[config.mk]
export PLATFORM = sky130hd
export DESIGN_NAME = branch_ctrl
export DESIGN_NICKNAME = d
export VERILOG_FILES = /design/src/rtl/branch_ctrl.sv
export SDC_FILE = /design/constraint.sdc
export NUM_CORES = 1
export LEC_CHECK = 0
export BUFFER_PORTS_ARGS = -buffer_cell sky130_fd_sc_hd__buf_2
export CELL_PAD_IN_SITES_DETAIL_PLACEMENT = 1
export CELL_PAD_IN_SITES_GLOBAL_PLACEMENT = 1
export CORE_MARGIN = 10
export CORE_UTILIZATION = 32
export DETAILED_ROUTE_END_ITERATION = 10
export PLACE_DENSITY = 0.87
export SLEW_MARGIN = 20
export SYNTH_ARGS = -nofsm -noshare
export SYNTH_HDL_FRONTEND = slang
export SYNTH_SLANG_ARGS = --single-unit
[constraint.sdc]
create_clock -name clk -period 2.6 [get_ports clk]
set_input_delay 0.26 -clock clk [delete_from_list [all_inputs] [get_ports clk]]
set_output_delay 0.26 -clock clk [all_outputs]
set_load 0.05 [all_outputs]
[src/rtl/branch_ctrl.sv]
// branch_ctrl
//   Owns the fetch PC and resolves B / BR in the ID stage against the
//   bypassed N/Z/V flags. It drives the next fetch address and raises a
//   one-cycle IF flush when a branch is taken. It parks the core in HALTED
//   on HLT, and it counts taken branches.
//
// Ports
//   clk, rst    system clock, synchronous active-high reset
//   Flags       bypassed condition codes {N, Z, V}
//   IdValid     ID-stage instruction valid
//   IdOpcode    ID-stage opcode (C = B, D = BR, F = HLT)
//   IdCond      ccc condition field
//   IdImm9      signed word offset for B
//   IdPC        address of the ID-stage instruction
//   RegTarget   forwarded rs value for BR
//   Stall       hazard stall, holds PC and ID
//   PC          current fetch address
//   PCPlus2     PC + 2 (combinational)
//   Taken       ID-stage branch taken this cycle (combinational)
//   Flush       squash IF/ID-bound instruction, equals Taken
//   Halted      core is in HALTED
//   TakenCount  taken-branch count, wraps
//
// state  | meaning
// RUN    | normal fetch, branches and HLT are resolved
// HALTED | PC and counter frozen, left only by rst

module branch_ctrl #(
   parameter logic [15:0] RESET_PC = 16'h0000,
   parameter int          CNT_W    = 16
) (
   input  logic             clk,
   input  logic             rst,
   input  logic [2:0]       Flags,
   input  logic             IdValid,
   input  logic [3:0]       IdOpcode,
   input  logic [2:0]       IdCond,
   input  logic [8:0]       IdImm9,
   input  logic [15:0]      IdPC,
   input  logic [15:0]      RegTarget,
   input  logic             Stall,
   output logic [15:0]      PC,
   output logic [15:0]      PCPlus2,
   output logic             Taken,
   output logic             Flush,
   output logic             Halted,
   output logic [CNT_W-1:0] TakenCount
);

   typedef enum logic {RUN = 1'b0, HALTED = 1'b1} state_t;

   localparam logic [3:0] OP_B   = 4'hC;
   localparam logic [3:0] OP_BR  = 4'hD;
   localparam logic [3:0] OP_HLT = 4'hF;

   state_t           state_q, state_d;
   logic [15:0]      pc_q, pc_d;
   logic [CNT_W-1:0] cnt_q, cnt_d;

   logic             flag_n, flag_z, flag_v;
   logic             cond_true;
   logic             is_branch;
   logic             advance;
   logic [15:0]      b_offset;
   logic [15:0]      target;

   assign flag_n = Flags[2];
   assign flag_z = Flags[1];
   assign flag_v = Flags[0];

   always_comb begin
      cond_true = 1'b0;
      case (IdCond)
         3'b000:  cond_true = ~flag_z;
         3'b001:  cond_true = flag_z;
         3'b010:  cond_true = ~flag_z & ~flag_n;
         3'b011:  cond_true = flag_n;
         3'b100:  cond_true = flag_z | ~flag_n;
         3'b101:  cond_true = flag_n | flag_z;
         3'b110:  cond_true = flag_v;
         default: cond_true = 1'b1;
      endcase
   end

   assign is_branch = (IdOpcode == OP_B) || (IdOpcode == OP_BR);
   // ID can only act when not stalled and the core is running
   assign advance   = ~rst & ~Stall & (state_q == RUN);

   // word offset: sign-extend and shift left by one
   assign b_offset = {{6{IdImm9[8]}}, IdImm9, 1'b0};
   assign target   = (IdOpcode == OP_BR) ? RegTarget : (IdPC + 16'd2 + b_offset);

   assign Taken      = advance & IdValid & is_branch & cond_true;
   assign Flush      = Taken;
   assign PC         = pc_q;
   assign PCPlus2    = pc_q + 16'd2;
   assign Halted     = (state_q == HALTED);
   assign TakenCount = cnt_q;

   always_comb begin
      state_d = state_q;
      pc_d    = pc_q;
      cnt_d   = cnt_q;
      if (advance) begin
         if (IdValid && (IdOpcode == OP_HLT)) begin
            state_d = HALTED;
         end else if (Taken) begin
            pc_d  = target;
            cnt_d = cnt_q + CNT_W'(1);
         end else begin
            pc_d = pc_q + 16'd2;
         end
      end
   end

   always_ff @(posedge clk) begin
      if (rst) begin
         state_q <= RUN;
         pc_q    <= RESET_PC;
         cnt_q   <= '0;
      end else begin
         state_q <= state_d;
         pc_q    <= pc_d;
         cnt_q   <= cnt_d;
      end
   end

endmodule

Word level (Yosys, flattened, before mapping)
Index checks and enable logic that the tools add are counted.

word-level totals
  input bits = 55
  bits in registers = 33
  output and inout bits = 51

cells by class
  add/subtract/negate cells = 4
  equal/unequal tests = 9
  bitwise operators = 14
  reductions and logical operators = 6
  mux-type cells = 3

operators by type and width
  cell                   number
  $add 16x2->16 const B  2
  $mux 16                2
  $add 16x1->16 const B  1
  $add 16x16->16         1
  $eq 4x4->1 const B     3
  $eq 3x3->1 const B     3
  $pmux 1 s7             1
  $and 1x1->1            6
  $eq 3x2->1 const B     2
  $not 1->1              6
  $reduce_and 2->1       2
  $eq 3x1->1 const B     1
  $logic_not 3->1        1
  $reduce_and 3->1       1
  $or 1x1->1             2
  $logic_and 1x1->1      1
  $logic_or 1x1->1       1

Depth between registers and ports, before layout
  depth after elaboration = 7
  gate-level depth with buffers = 11
  depth with buffers taken out = 11

Least setup slack after synthesis
No wires, ideal clock.

  path type = register to register
  start = register pc_q[1], in the netlist PC[1]
  end = register pc_q[9], in the netlist PC[9]
  data arrival time = 2809 ps
  clock period less this slack = 2869 ps
  slack = -269 ps
  required time = 2540 ps
  stages on the path, launching flop included = 8
  library setup time = 60 ps
  path buffers = 0
  cell sequence = dfxtp_1 -> ha_1 -> nand3_1 -> nor2_1 -> nand2_1 -> xnor2_1 -> o221a_2 -> o311a_1

on the way
  cells in the longest elaborated chain, start to end = 2

RTL lines
  item                    line  text
  from (decl)             57    logic [15:0] pc_q, pc_d;
  from (signal assigned)  123   pc_q <= pc_d;
  $add 16x2->16           n/a
  named net PCPlus2[9]    43    output logic [15:0] PCPlus2,
  $mux 16                 107   end else if (Taken) begin

The timed path passes the listed nets, and every way through them passes these cells.
A chain may end at the register's enable or synchronous reset.

Final worst setup path
  start = register pc_q[1], in the netlist PC[1]
  end = output PCPlus2[11]

on the way
  cells in the longest elaborated chain, start to end = 1

RTL lines
  item           line  text
  $add 16x2->16  96    assign PCPlus2 = pc_q + 16'd2;
  to (decl)      43

No other way between the ends.

==> impl_metrics.tcl <==
set metrics [dict create \
    status "completed" \
    cts.path.max_buffers 2 \
    vias 3266 \
    intPower_uw 986.7 \
    grt_setup_unrepaired "false" \
    port_buffers 105 \
    io_pins 106 \
    worst_pin_slew_ns 0.6707 \
    avgSynthCellArea_um2 7.787 \
    worst-setup-path-type "reg2out" \
    swShare_pct 32.80 \
    seq_area_um2 664.4 \
    period_share_pct 95.44 \
    reg2reg_depth 7 \
    r2r_start "Halted" \
    finalMaxSlewViolations 0 \
    place_hpwl_um 8635 \
    fin_crit_ns 2.481 \
    setup_viol 0 \
    ys_types 59 \
    clk_pin_slew_ns 0.07 \
    crit_start "PC[1]" \
    clockPowerShare_pct 32.6 \
    critPathLaunchType "register" \
    drc 0 \
    syn_nets 452 \
    ctsHtreeMaxLevel 2 \
    holdPathStages 3 \
    crit_path_max_fanout 6 \
    core_area_um2 8721 \
    fin_ws_ns 0.1185 \
    die_h_um 114.5 \
    grt.overflow.total 0 \
    r2r_slack_ns 0.13 \
    grt_pass1_vias 3470 \
    grt_pass1_wl_um 17400 \
    drtPass1Iterations 4 \
    hp-class "in2reg" \
    fin_nets 570 \
    wl_per_cell_um 18.21 \
    required_ns 2.34 \
    cts_buffers 5 \
    start_util_pct 32.77 \
    ys_seq_elements 33 \
    rows 34 \
    cts_root_buf "clkbuf_8" \
    areaGrowthSynthToFinish_pct 33.71 \
    powerDensity_nw_per_um2 384.3 \
    dp_slack_ns -0.1328 \
    multi_input_area_um2 2102 \
    postSynth.asyncResetShare_pct 0 \
    diodes 0 \
    whs_ns 0.2351 \
    clkLatencyLatePin_ns 0.29 \
    synth_edf_count 0 \
    cap_violations 0 \
    antenna_found_initial 0 \
    cp_data_arrival_time_ns 2.22 \
    synth_warnings 0 \
    ys.flop_type "dfxtp_1" \
    die_w_um 114.5 \
    n_fill_cell 1093 \
    synth_top_area_share_pct 23.12 \
    cts_tree "done" \
    pwr-share-seq_pct 35.3 \
    yosysSeqAreaShare_pct 23.12 \
    p_switching_uw 481.7 \
    ir_drop_v 0.0001581 \
    syn_inst 367 \
    cp-endpoint "PCPlus2[11]" \
    drive_gt1_share_pct 31.48 \
    critPathCaptureType "output port" \
    hold_viol 0 \
    gp_congestion 0.8982 \
    grt_max_degree 25 \
    cts_sinks 33 \
    r2r-end "PC[14]" \
    slew_headroom_pct 54.13 \
    postRouteAntennaNets 0 \
    leakagePower_nw 1.784 \
    fp.dieArea_um2 13110 \
    synth_largest_area_cell "dfxtp_1" \
    grt_usage_pct 15.99 \
    timing.fmax_ghz 0.4030 \
    drtIter0Drc 155 \
    wl_um 10820 \
    p_comb_share_pct 32.1 \
    vias_per_cell 5.498 \
    synth_area_leaders "dfxtp_1 (23%), ha_1 (13%), xnor2_1 (6.1%)" \
    syn_area_um2 2858 \
    min-delay-start "RegTarget[0]" \
    final.setup_skew_ns 0.003441 \
]
worst max-delay path: stages, from the launching register on:
cell and delay, ns:
dfxtp_1 0.42, ha_1 0.26, nand3_1 0.15, buf_4 0.19, nor2_1 0.23, nand4_1 0.19
xnor2_2 0.19, buf_2 0.30
cell usage after synthesis, types with 3 or more instances:
master      n
and2_1      4
or3_1       5
o21a_1      4
xnor2_1    20
and3_1      4
o21ai_0    18
nand3_1    26
nor3_1      6
xor2_1     16
clkbuf_1   15
nand2_1    40
nor2_1     31
nand4_1     7
a31oi_1     4
mux2i_1     4
dfxtp_1    33
nor4_1      5
a211oi_1    5
o21bai_1    3
or4_1       3
nand2b_1    4
o211ai_1    3
a21oi_1    20
ha_1       29
inv_1       9
a2111oi_0   4
flip-flops by register name (all words and copies together) (netlist names):
signal      flops
Halted          1
PC             16
TakenCount     16
stage by stage:
step / total power, mW / utilization [%] / TNS (ns) / cell area, um^2 / std cells
2_1_floorplan: 0.8213 / - / 0 / 2898 / 367
3_3_place_gp: 0.9741 / 41.89 / 0 / 3654 / 585
3_5_place_dp: 0.9927 / 41.89 / -0.3060 / 3654 / 585
4_1_cts: 1.471 / 43.53 / 0 / 3796 / 592
5_1_grt: 1.553 / 43.82 / 0 / 3821 / 594
6_report: 1.468 / 43.82 / 0 / 3821 / 594
cell usage in the layout, fill, tap and decap left out, drive strengths merged, types with 16 or more instances in the layout:
| master | instances |
|---|---|
| ha | 29 |
| nor2 | 31 |
| nand2 | 40 |
| buf | 129 |
| a21oi | 20 |
| o21ai | 18 |
| nand3 | 26 |
| xnor2 | 20 |
| xor2 | 16 |
| dfxtp | 33 |
what timing repair did:
action	CTS	global route
cloned	0	1
pin swaps	1	1
buffers inserted	0	1
hold endpoints to repair	0	0
hold buffers	0	0
resized for setup	12	4
setup endpoints to repair	2	11
cells by family (layout without fill, tap and decap cells):
kind of cell,count (synthesis),count (layout),synth area share [%]
flops,33,33,23.12
buf+inv,30,149,4.947
fa+ha+maj,30,30,13.40
mux,6,6,2.189
xor+xnor,36,36,11.03
compound gates,84,84,19.62
simple gates,148,148,25.70
how the worst min path moves through the flow:
stage | end | slack [ns]
floorplan | PC[15] | 0.41
global placement | Halted | 0.46
detailed placement | TakenCount[15] | 0.48
CTS | PC[15] | 0.23
global route | PC[15] | 0.23
finish | PC[0] | 0.24
power groups by stage:
stage / clock [mW] / sequential (mW) / combinational, mW
final: 0.479 / 0.518 / 0.471
after global routing: 0.513 / 0.519 / 0.521
after CTS: 0.485 / 0.518 / 0.468
after detailed placement: 0 / 0.530 / 0.463
after global placement: 0 / 0.529 / 0.445
after floorplan: 0 / 0.547 / 0.274
cell type report:
cell class	count	area share (%)
Multi-Input combinational cell	304	55.01
Tap cell	108	3.536
Clock buffer	8	2.914
Sequential cell	33	17.39
Inverter	10	1.310
Timing Repair inverter	1	0.2292
Timing Repair Buffer	130	19.61
layer usage:
layer	share of wire, %	vias to the layer above	track usage (%)
met5	0	-	0
met4	1.5	0	4.929
met3	6.9	13	4.403
met2	50	97	28.01
met1	41	1581	18.30
li1	-	1575	-
(Power assumes the default switching activity.)
